File: src/rtl/ascon_block_seq_pkg.sv
// ascon_pack: sequencer state type, phase codes and watchdog limit for the ASCON block sequencer
package ascon_pack;
  typedef enum logic [2:0] {IDLE, LD_AD, WT_AD, LD_PT, WT_PT, FINAL, WT_FIN} seq_state_t;
  localparam logic [1:0] PHASE_IDLE = 2'b00;
  localparam logic [1:0] PHASE_AD = 2'b01;
  localparam logic [1:0] PHASE_PT = 2'b10;
  localparam logic [1:0] PHASE_FIN = 2'b11;
  localparam int SEQ_TIMEOUT = 255;
  function automatic logic [1:0] phase_of(input seq_state_t s);
    return (s == LD_AD || s == WT_AD) ? PHASE_AD :
           (s == LD_PT || s == WT_PT) ? PHASE_PT :
           (s == FINAL || s == WT_FIN) ? PHASE_FIN : PHASE_IDLE;
  endfunction
endpackage

File: src/rtl/ascon_block_seq_rem_cnt.sv
// seq_rem_cnt: loadable down-counter of blocks remaining in the current phase, with zero/one flags
module seq_rem_cnt #(parameter int W = 4) (
  input  logic         clock_i,
  input  logic         resetb_i,
  input  logic         load,
  input  logic         dec,
  input  logic [W-1:0] load_val,
  output logic         zero,
  output logic         one
);
  logic [W-1:0] cnt;
  always_ff @(posedge clock_i)
    if (!resetb_i) cnt <= '0;
    else if (load) cnt <= load_val;
    else if (dec) cnt <= cnt - W'(1);
  assign zero = cnt == '0;
  assign one = cnt == W'(1);
endmodule

File: src/rtl/ascon_block_seq.sv
// ascon_block_seq: AD/PT block fetch and permutation sequencer; ASCON_SEQ_TIMEOUT_EN adds a wait-state watchdog
module ascon_block_seq
  import ascon_pack::*;
#(parameter int CPT_W = 4) (
  input  logic             clock_i,
  input  logic             resetb_i,
  input  logic             start_i,
  input  logic [CPT_W-1:0] nb_ad_i,
  input  logic [CPT_W-1:0] nb_pt_i,
  input  logic             blk_valid_i,
  output logic             blk_ready_o,
  output logic             perm_start_o,
  input  logic             perm_done_i,
  output logic             init_block_o,
  output logic             en_block_o,
  output logic [CPT_W-1:0] blk_idx_o,
  output logic [1:0]       phase_o,
  output logic             last_block_o,
  output logic             busy_o,
  output logic             done_o,
  output logic             error_o
);
  seq_state_t state, nxt;
  logic [CPT_W-1:0] pt_q, start_pt, load_val, idx_n;
  logic load, dec, rem_zero, rem_one, hs, init_n, en_n, ps_n, done_n, last_n, tmo;
  assign start_pt = (nb_pt_i == '0) ? CPT_W'(1) : nb_pt_i;
  assign blk_ready_o = (state == LD_AD) || (state == LD_PT);
  assign hs = blk_valid_i & blk_ready_o;
  seq_rem_cnt #(.W(CPT_W)) u_rem (
    .clock_i(clock_i), .resetb_i(resetb_i), .load(load), .dec(dec),
    .load_val(load_val), .zero(rem_zero), .one(rem_one)
  );
  always_comb begin
    nxt = state;
    load = 1'b0;
    dec = 1'b0;
    load_val = pt_q;
    idx_n = blk_idx_o;
    init_n = 1'b0;
    en_n = 1'b0;
    ps_n = 1'b0;
    done_n = 1'b0;
    case (state)
      IDLE: if (start_i) begin
        nxt = (nb_ad_i != '0) ? LD_AD : LD_PT;
        load = 1'b1;
        load_val = (nb_ad_i != '0) ? nb_ad_i : start_pt;
        idx_n = '0;
        init_n = 1'b1;
        en_n = 1'b1;
      end
      LD_AD, LD_PT: if (hs) begin
        nxt = (state == LD_AD) ? WT_AD : WT_PT;
        dec = 1'b1;
        ps_n = 1'b1;
        en_n = 1'b1;
      end
      WT_AD: if (perm_done_i) begin
        nxt = rem_zero ? LD_PT : LD_AD;
        load = rem_zero;
        idx_n = rem_zero ? '0 : blk_idx_o + CPT_W'(1);
        init_n = rem_zero;
        en_n = rem_zero;
      end
      WT_PT: if (perm_done_i) begin
        nxt = rem_zero ? FINAL : LD_PT;
        ps_n = rem_zero;
        idx_n = rem_zero ? blk_idx_o : blk_idx_o + CPT_W'(1);
      end
      FINAL: nxt = WT_FIN;
      WT_FIN: if (perm_done_i) begin
        nxt = IDLE;
        done_n = 1'b1;
      end
      default: nxt = IDLE;
    endcase
    if (tmo) nxt = IDLE;
    // LD states hold rem steady, so the flag after any load/dec is known one cycle early
    last_n = (nxt == LD_AD || nxt == LD_PT) && (load ? load_val == CPT_W'(1) : rem_one);
  end
  always_ff @(posedge clock_i) state <= !resetb_i ? IDLE : nxt;
  always_ff @(posedge clock_i)
    if (!resetb_i) begin
      pt_q <= '0;
      {init_block_o, en_block_o, perm_start_o, done_o, last_block_o, busy_o} <= '0;
      blk_idx_o <= '0;
      phase_o <= PHASE_IDLE;
    end else begin
      pt_q <= (state == IDLE && start_i) ? start_pt : pt_q;
      init_block_o <= init_n;
      en_block_o <= en_n;
      perm_start_o <= ps_n;
      done_o <= done_n;
      last_block_o <= last_n;
      busy_o <= nxt != IDLE;
      blk_idx_o <= idx_n;
      phase_o <= phase_of(nxt);
    end
`ifdef ASCON_SEQ_TIMEOUT_EN
  logic [7:0] wd;
  logic in_wt;
  assign in_wt = (state == WT_AD) || (state == WT_PT) || (state == WT_FIN);
  assign tmo = in_wt && !perm_done_i && wd == 8'(SEQ_TIMEOUT - 1);
  always_ff @(posedge clock_i)
    if (!resetb_i) begin
      wd <= '0;
      error_o <= 1'b0;
    end else begin
      wd <= (in_wt && nxt == state) ? wd + 8'd1 : 8'd0;
      error_o <= tmo ? 1'b1 : (state == IDLE && start_i) ? 1'b0 : error_o;
    end
`else
  assign tmo = 1'b0;
  assign error_o = 1'b0;
`endif
endmodule

File: config.mk
export PLATFORM = sky130hd
export DESIGN_NAME = ascon_block_seq
export DESIGN_NICKNAME = d
export VERILOG_FILES = /design/src/rtl/ascon_block_seq_pkg.sv /design/src/rtl/ascon_block_seq_rem_cnt.sv /design/src/rtl/ascon_block_seq.sv
export SDC_FILE = /design/constraint.sdc
export NUM_CORES = 1
export LEC_CHECK = 0
export BUFFER_PORTS_ARGS = -buffer_cell sky130_fd_sc_hd__buf_2
export CAP_MARGIN = 40
export CORE_MARGIN = 2
export CORE_UTILIZATION = 56
export CTS_CLUSTER_DIAMETER = 120
export DETAILED_ROUTE_END_ITERATION = 8
export PLACE_DENSITY = 0.83
export SLEW_MARGIN = 10
export SYNTH_ARGS = -nofsm -noshare
export SYNTH_HDL_FRONTEND = slang
export SYNTH_SLANG_ARGS = --single-unit
File: constraint.sdc
create_clock -name clock_i -period 5 [get_ports clock_i]
set_input_delay 0.5 -clock clock_i [delete_from_list [all_inputs] [get_ports clock_i]]
set_output_delay 0.5 -clock clock_i [all_outputs]
set_load 0.01 [all_outputs]
# --- Yosys cells after proc, flatten, opt, wreduce, memory -nomap -nowiden ---
# Cells that the tools add are included.
classes:
  add_sub_neg: 2
  n_eq_ne: 18
  muxes: 34
  bitwise: 2
  reduce_logical: 18
ops:
  columns: ["op", "count"]
  rows:
  - ["$mux 4", 11]
  - ["$mux 3", 7]
  - ["$eq 3x3->1 const B", 6]
  - ["$pmux 3 s6", 1]
  - ["$eq 3x2->1 const B", 4]
  - ["$pmux 4 s3", 1]
  - ["$eq 4x1->1 const B", 2]
  - ["$logic_not 4->1", 2]
  - ["$mux 2", 4]
  - ["$ne 2x2->1 const B", 4]
  - ["$mux 1", 7]
  - ["$eq 3x1->1 const B", 2]
  - ["$reduce_bool 3->1", 2]
  - ["$logic_or 1x1->1", 5]
  - ["$reduce_and 5->1", 1]
  - ["$add 4x1->4 const B", 1]
  - ["$pmux 1 s2", 2]
  - ["$reduce_bool 4->1", 1]
  - ["$reduce_or 2->1", 2]
  - ["$sub 4x1->4 const B", 1]
  - ["$logic_not 3->1", 1]
  - ["$pmux 1 s3", 1]
  - ["$logic_and 1x1->1", 2]
  - ["$reduce_and 2->1", 1]
  - ["3 further kinds", 3]
word_totals:
  regBits: 23
  out_inout_bits: 14

# --- Longest topological paths before layout ---
# Gate-level depths: netlist of the first run.
depth:
  depth_word: 10
  mapped_depth: 7

# --- By module ---
# Synthesis of the first run repeated with hierarchy kept, for this count alone.
unflattened:
  cells_unflattened: 159
  area_unflattened_um2: 1318.8
by_module_without_submodules:
  columns: ["mod", "n_inst", "cells_per_inst", "area_each_um2", "seq_area_each_um2"]
  rows:
  - ["ascon_block_seq", 1, 132, 1076.0, 380.4]
  - ["seq_rem_cnt", 1, 27, 242.7, 80.1]

# --- Least setup slack after synthesis of the first run ---
# OpenSTA, ideal clock, no wires.
synth_path:
  path_kind: "reg-to-reg"
  start: "reg u_rem.cnt[0]"
  end: "reg last_block_o"
  setup_time_ns: 0.079
  t_arrival_ns: 2.034
  setup_slack_ns: 2.886
  path_stages_with_launch: 8
  synth_period_minus_slack_ns: 2.114
  path_cell_list: "dfxtp_1 inv_1 ha_1 or3b_1 nor4_1 a21oi_1 or4_1 a211oi_2"
synth_between:
  elab_chain_cells: 7
synth_rtl:
  columns: ["element", "line", "source"]
  rows:
  - ["from (decl)", "ascon_block_seq_rem_cnt.sv:11", "logic [W-1:0] cnt;"]
  - ["from (signal assigned)", "ascon_block_seq_rem_cnt.sv:14", "else if (load) cnt <= load_val;"]
  - ["from (signal assigned)", "ascon_block_seq_rem_cnt.sv:15", "else if (dec) cnt <= cnt - W'(1);"]
  - ["$logic_not 4->1", "ascon_block_seq_rem_cnt.sv:16", "assign zero = cnt == '0;"]
  - ["$mux 3 or $mux 2 (tied branches)", "ascon_block_seq.sv:66, ascon_block_seq.sv:59", null]
  - ["$mux 3 (on tied branches)", "ascon_block_seq.sv:65, ascon_block_seq.sv:58", null]
  - ["$pmux 3 s6", "ascon_block_seq.sv:43", "case (state)"]
  - ["$eq 3x1->1 or $eq 3x2->1 (tied branches)", "ascon_block_seq.sv:79", "last_n = (nxt == LD_AD || nxt == LD_PT) && (load ? load_val == CPT_W'(1) : rem_one);"]
  - ["$logic_or 1x1->1", "ascon_block_seq.sv:79", null]
  - ["$logic_and 1x1->1 (*)", "ascon_block_seq.sv:79", null]
  - ["to (signal assigned)", "ascon_block_seq.sv:94", "last_block_o <= last_n;"]
  - ["to (decl)", "ascon_block_seq.sv:18", "output logic last_block_o,"]
# Mark *: on every way between the ends. The rest lies on a longest branch, timed or not.
# A chain may end at the register's enable or synchronous reset.

# --- Final worst setup path of the first run ---
# Same ends and word-level chain as after synthesis.

==> results of run 1 <==
[worst paths after layout]
| check | start | end | slack (ps) |
|---|---|---|---|
| setup / recovery | u_rem.cnt[0] | last_block_o | 2660 |
| hold / removal | nb_pt_i[3] | pt_q[3] | 430 |
| setup reg to reg | u_rem.cnt[0] | last_block_o | 2660 |
| hold reg to reg | pt_q[1] | pt_q[1] | 470 |
[registers in the layout (all words and copies together) (netlist names), 2 cells and up]
signal	count
blk_idx_o	4
phase_o	2
pt_q	4
state	3
u_rem.cnt	4
[layout make-up]
class / instances / area, um^2
Clock buffer: 4 / 26.3
Multi-Input combinational cell: 101 / 649
Tap cell: 27 / 33.8
Sequential cell: 23 / 460
Fill cell: 167 / 644
Inverter: 6 / 22.5
Timing Repair Buffer: 25 / 125
[stage by stage]
stage          power [mW]  instance area, um^2
2_1_floorplan       0.289                 1160
3_3_place_gp        0.316                 1290
3_5_place_dp        0.320                 1290
4_1_cts             0.405                 1320
5_1_grt             0.426                 1320
6_report            0.403                 1320
[synthesized netlist by cell type (all sizes together) (2+ instances only)]
cell    number
a211oi       4
a21oi       12
and2         2
buf          3
clkbuf       3
dfxtp       23
ha           3
inv          6
mux2i        5
nand2       12
nand2b       3
nand3        2
nand3b       3
nor2        16
nor3         5
nor4         3
o21a         2
o21ai        5
o22ai        2
xnor2        2
xor2         3
[per-layer routing]
layer  track usage  share of wire  up-vias
met5             0              0        -
met4        0.0972          0.017        0
met3        0.0364          0.059        5
met2         0.402           0.48       40
met1         0.264           0.44      487
li1              -              -      528
[tightest hold or removal path, stage by stage]
cell and delay [ps]:
buf_2 110, nand2_1 50, a21oi_1 50
[cell families after synthesis]
family                     share of synthesized area
and+or+nand+nor                                0.247
AOI/OAI and AO/OA                              0.186
DFF                                            0.397
buffers and inverters                         0.0442
muxes                                         0.0528
xor gates and xnor gates                      0.0377
adders and majority gates                     0.0323
other                                        0.00323
[cells in the final DEF, fill, tap and decap left out, types with 2 or more instances in the layout]
cell type and instances:
ha_1 3, mux2i_1 5, a211oi_1 2, and2_1 2, o21ai_0 4, a21oi_1 12, o22ai_1 2, nor2_1 16
clkbuf_4 3, inv_1 6, xor2_1 3, nand2_1 12, o21a_1 2, dfxtp_1 23, buf_2 25, nand2b_1 3
nor4_1 2, nand3b_1 3, a211oi_2 2, nand3_1 2, nor3_1 5, xnor2_1 2
[power breakdown]
| part | internal, mW | total, mW | switching [mW] | leakage (nW) |
|---|---|---|---|---|
| Sequential | 0.199 | 0.215 | 0.0159 | 0.188 |
| Combinational | 0.0440 | 0.102 | 0.0581 | 0.361 |
| Clock | 0.0312 | 0.0859 | 0.0547 | 0.0150 |
| Total | 0.275 | 0.403 | 0.129 | 0.565 |
==> impl_metrics.env, run 1 <==
export IMPL_min_path_type="in2reg"
export IMPL_hpwl_um=1880
export IMPL_preCtsSetupSlack_ps=2700
export IMPL_cp_arrival_ps=2590
export IMPL_rsz0062_at_grt="no"
export IMPL_instances_no_fill=186
export IMPL_dp_cells=182
export IMPL_fp_dieH_um=49.5
export IMPL_irDropWorstVdd_v=0.000228
export IMPL_period_minus_slack_ps=2340
export IMPL_crit_type="reg2reg"
export IMPL_syn_avg_cell_area_um2=8.54
export IMPL_post_synth_top_area_cell="dfxtp_1"
export IMPL_io_buffers=25
export IMPL_cts_root_buf="clkbuf_4"
export IMPL_cp_max_fo=4
export IMPL_cp_cell_sequence="inv_1 > ha_1 > or3b_1 > nor4_1 > a21oi_1 > or4_1 > a211oi_2"
export IMPL_hold_viol=0
export IMPL_routed_via_density=5.70
export IMPL_wl_per_cell_um=13.4
export IMPL_synth_distinct_cells=42
export IMPL_outcome="complete, no violations"
export IMPL_synth_area_leaders="dfxtp_1, a21oi_1, nor2_1"
export IMPL_grt_pass1_vias=1004
export IMPL_grt_ovfl_total=0
export IMPL_skew_ps=1.29
export IMPL_reg2regPathDepth=7
export IMPL_synth_area_um2=1160
export IMPL_cp_end_kind="flop"
export IMPL_synthArstFlopShare=0
export IMPL_synth_seq_area_share=0.397
export IMPL_drc=0
export IMPL_initial_core_util=0.592
export IMPL_relSlewSlack=0.525
export IMPL_fmax_mhz=426
export IMPL_slowest_delay_ps=500
export IMPL_hold_buffers=0
export IMPL_syn_to_final_growth_pct=13.5
export IMPL_wl_um=2500
export IMPL_synthCells=136
export IMPL_ios=27
export IMPL_ys_flop_type="dfxtp_1"
export IMPL_syn_nets=152
export IMPL_grt_total_usage=0.225
export IMPL_synth_warnings=0
export IMPL_ys_ff_latch=23
export IMPL_crit_buf_inv=1
export IMPL_timing_hold_ws_ps=433
export IMPL_worstMarginPinSlew_ps=710
export IMPL_maxCapViolCount=0
export IMPL_clock_sinks=23
export IMPL_synth_edff_count=0
export IMPL_fin_ws_ps=2660
export IMPL_final_util=0.672
export IMPL_grt_max_degree=16
export IMPL_drt_initial_drc_count=32
export IMPL_leakage_nw=0.565
export IMPL_drv_slew=0
export IMPL_num_rows=16
export IMPL_routabilityCongestion=0.852
export IMPL_setup_viol=0
export IMPL_drt_pass1_iterations=4
export IMPL_clk_latency_ps=310
export IMPL_min_delay_path_depth=3
export IMPL_crit_required_ps=5250
export IMPL_drive_gt1_frac=0.208
export IMPL_power_density_nw_per_um2=306
export IMPL_cts_tree="yes"
export IMPL_grt_pass1_wl_um=4300
export IMPL_setup_tns_ps=0
export IMPL_diodes=0
export IMPL_path_delay_family="simple AND/OR/NAND/NOR gates"
export IMPL_cts_setup_buffers=0
export IMPL_post_cts_resized=0
export IMPL_synth_top_cell_area_share=0.397
export IMPL_fp_dieW_um=49.5
export IMPL_fin_nets=176
export IMPL_core_area_um2=1960
export IMPL_slowest_stage="or4_1"
export IMPL_num_vias=1060
export IMPL_dieArea_um2=2450
export IMPL_numCtsBuffers=3
export IMPL_htreeDepth=1
export IMPL_ant_nets=0
export IMPL_cts_buffer_depth=2
export IMPL_critical_path_depth=7
export IMPL_path_clk_slew_ps=120
export IMPL_min_period_over_period=0.469
export IMPL_antenna_found_initial=0
export IMPL_critPathLaunchType="flop"
Note: power is estimated with default switching activity, not from simulation.
==> inputs of run 2 (changes only) <==
Settings changed: CORE_UTILIZATION 56 to 47, PLACE_DENSITY 0.83 to 0.74.
Clock period 5 ns to 2.1 ns, I/O delays scaled along.
==> impl_metrics.env, run 2 (same netlist as run 1, synthesis figures left out) <==
export IMPL_rsz0062_at_grt="no"
export IMPL_fin_ws_ps=62.9
export IMPL_cp_max_fo=3
export IMPL_reg2regPathDepth=7
export IMPL_setup_tns_ps=0
export IMPL_drive_gt1_frac=0.324
export IMPL_core_area_um2=2410
export IMPL_clock_sinks=23
export IMPL_fp_dieH_um=53.7
export IMPL_reg_top3="blk_idx_o (4), pt_q (4), u_rem.cnt (4)"
export IMPL_io_buffers=25
export IMPL_ff2ff_setup_slack_ps=60
export IMPL_dieArea_um2=2880
export IMPL_preCtsSetupSlack_ps=-42.7
export IMPL_path_clk_slew_ps=120
export IMPL_wl_um=2740
export IMPL_drt_pass1_iterations=5
export IMPL_skew_ps=2.97
export IMPL_grt_pass1_vias=996
export IMPL_num_vias=1123
export IMPL_cts_root_buf="clkbuf_4"
export IMPL_grt_max_degree=15
export IMPL_slowest_delay_ps=490
export IMPL_crit_type="reg2reg"
export IMPL_hold_viol=0
export IMPL_min_path_type="in2reg"
export IMPL_critical_path_depth=7
export IMPL_irDropWorstVdd_v=0.000607
export IMPL_clk_latency_ps=300
export IMPL_routabilityCongestion=0.891
export IMPL_cp_arrival_ps=2270
export IMPL_ant_nets=0
export IMPL_slowest_stage="or4_4"
export IMPL_mostFrequentLayoutCell="buf_2"
export IMPL_fp_dieW_um=53.7
export IMPL_multi_input_area_um2=687
export IMPL_setup_viol=0
export IMPL_grt_pass1_wl_um=4450
export IMPL_diodes=0
export IMPL_drv_slew=0
export IMPL_drc=0
export IMPL_final_seq_area_um2=463
export IMPL_syn_to_final_growth_pct=26.3
export IMPL_cp_endpoint="last_block_o"
export IMPL_path_delay_family="simple AND/OR/NAND/NOR gates"
export IMPL_final_cell_mix="buf_2, dfxtp_1, nor2_1"
export IMPL_wl_per_cell_um=13.5
export IMPL_numCtsBuffers=3
export IMPL_leakage_nw=0.638
export IMPL_hpwl_um=2060
export IMPL_r2r_start="u_rem.cnt[1]"
export IMPL_antenna_found_initial=0
export IMPL_rr_endpoint="last_block_o"
export IMPL_ios=27
export IMPL_grt_ovfl_total=0
export IMPL_cts_buffer_depth=2
export IMPL_fmax_mhz=491
export IMPL_outcome="complete, no violations"
export IMPL_crit_buf_inv=1
export IMPL_htreeDepth=1
export IMPL_crit_required_ps=2330
export IMPL_cts_tree="yes"
export IMPL_fillers=209
export IMPL_routed_via_density=5.53
export IMPL_grt_total_usage=0.211
export IMPL_power_density_nw_per_um2=707
export IMPL_post_route_cell_area_um2=1470
export IMPL_drt_initial_drc_count=28
export IMPL_fin_nets=190
export IMPL_min_period_over_period=0.970
export IMPL_cp_end_kind="flop"
export IMPL_relSlewSlack=0.577
export IMPL_worstSetupStartpoint="u_rem.cnt[1]"
export IMPL_maxCapViolCount=0
export IMPL_worstMarginPinSlew_ps=632
export IMPL_place_area_um2=1380
export IMPL_num_rows=18
export IMPL_period_minus_slack_ps=2040
export IMPL_critPathLaunchType="flop"
export IMPL_cp_cell_sequence="inv_2 > ha_4 > or3b_4 > nor4_4 > a21oi_2 > or4_4 > a211oi_2"
export IMPL_initial_core_util=0.482
## run 2: per-layer routing
metal / wire (um) / vias to the layer above / track usage
met2: 1290 / 36 / 0.341
li1: - / 554 / -
met1: 1300 / 529 / 0.289
met4: 23 / 0 / 0.0556
met3: 129 / 4 / 0.0333
met5: 0 / - / 0
## run 2: per-stage QoR
step,instances,total power [mW],util,hold WS [ps]
2_1_floorplan,136,0.690,-,332
3_3_place_gp,195,0.793,0.571,446
3_5_place_dp,195,0.801,0.571,456
4_1_cts,199,1.01,0.587,164
5_1_grt,203,1.10,0.609,160
6_report,203,1.04,0.609,163
## run 2: worst register-to-register path, cell delays in order, from the launching register on
cell and delay (ps):
dfxtp_2 350, inv_2 70, ha_4 130, or3b_4 390
nor4_4 260, a21oi_2 90, or4_4 490, a211oi_2 180
## run 2: final cells by class
cell class | instances | area share
clock buffers | 4 | 0.0179
inverters | 6 | 0.0154
multi-input cells | 101 | 0.468
flip-flops and latches | 23 | 0.316
well taps | 30 | 0.0256
repair buffers | 39 | 0.157
## run 2: timing repair
item,in CTS,in global routing
setup endpoints to repair,1,1
setup buffers,0,4
gates resized for setup,2,8
gates cloned,0,0
pin swaps,1,4
hold buffers,0,0
## run 2: power by group
part           total (mW)  internal, mW  switching, mW
logic               0.341         0.161          0.180
registers           0.496         0.475         0.0210
clock network       0.200        0.0740          0.126
## run 2: worst min path at each step
stage / from / end / slack [ps] / cells past startpoint
floorplan: resetb_i / u_rem.cnt[0] / 330 / 1
global placement: pt_q[2] / pt_q[2] / 450 / 2
detailed placement: pt_q[2] / pt_q[2] / 460 / 2
CTS: nb_pt_i[3] / pt_q[3] / 160 / 3
global route: nb_pt_i[2] / pt_q[2] / 160 / 3
finish: nb_pt_i[3] / pt_q[3] / 160 / 3
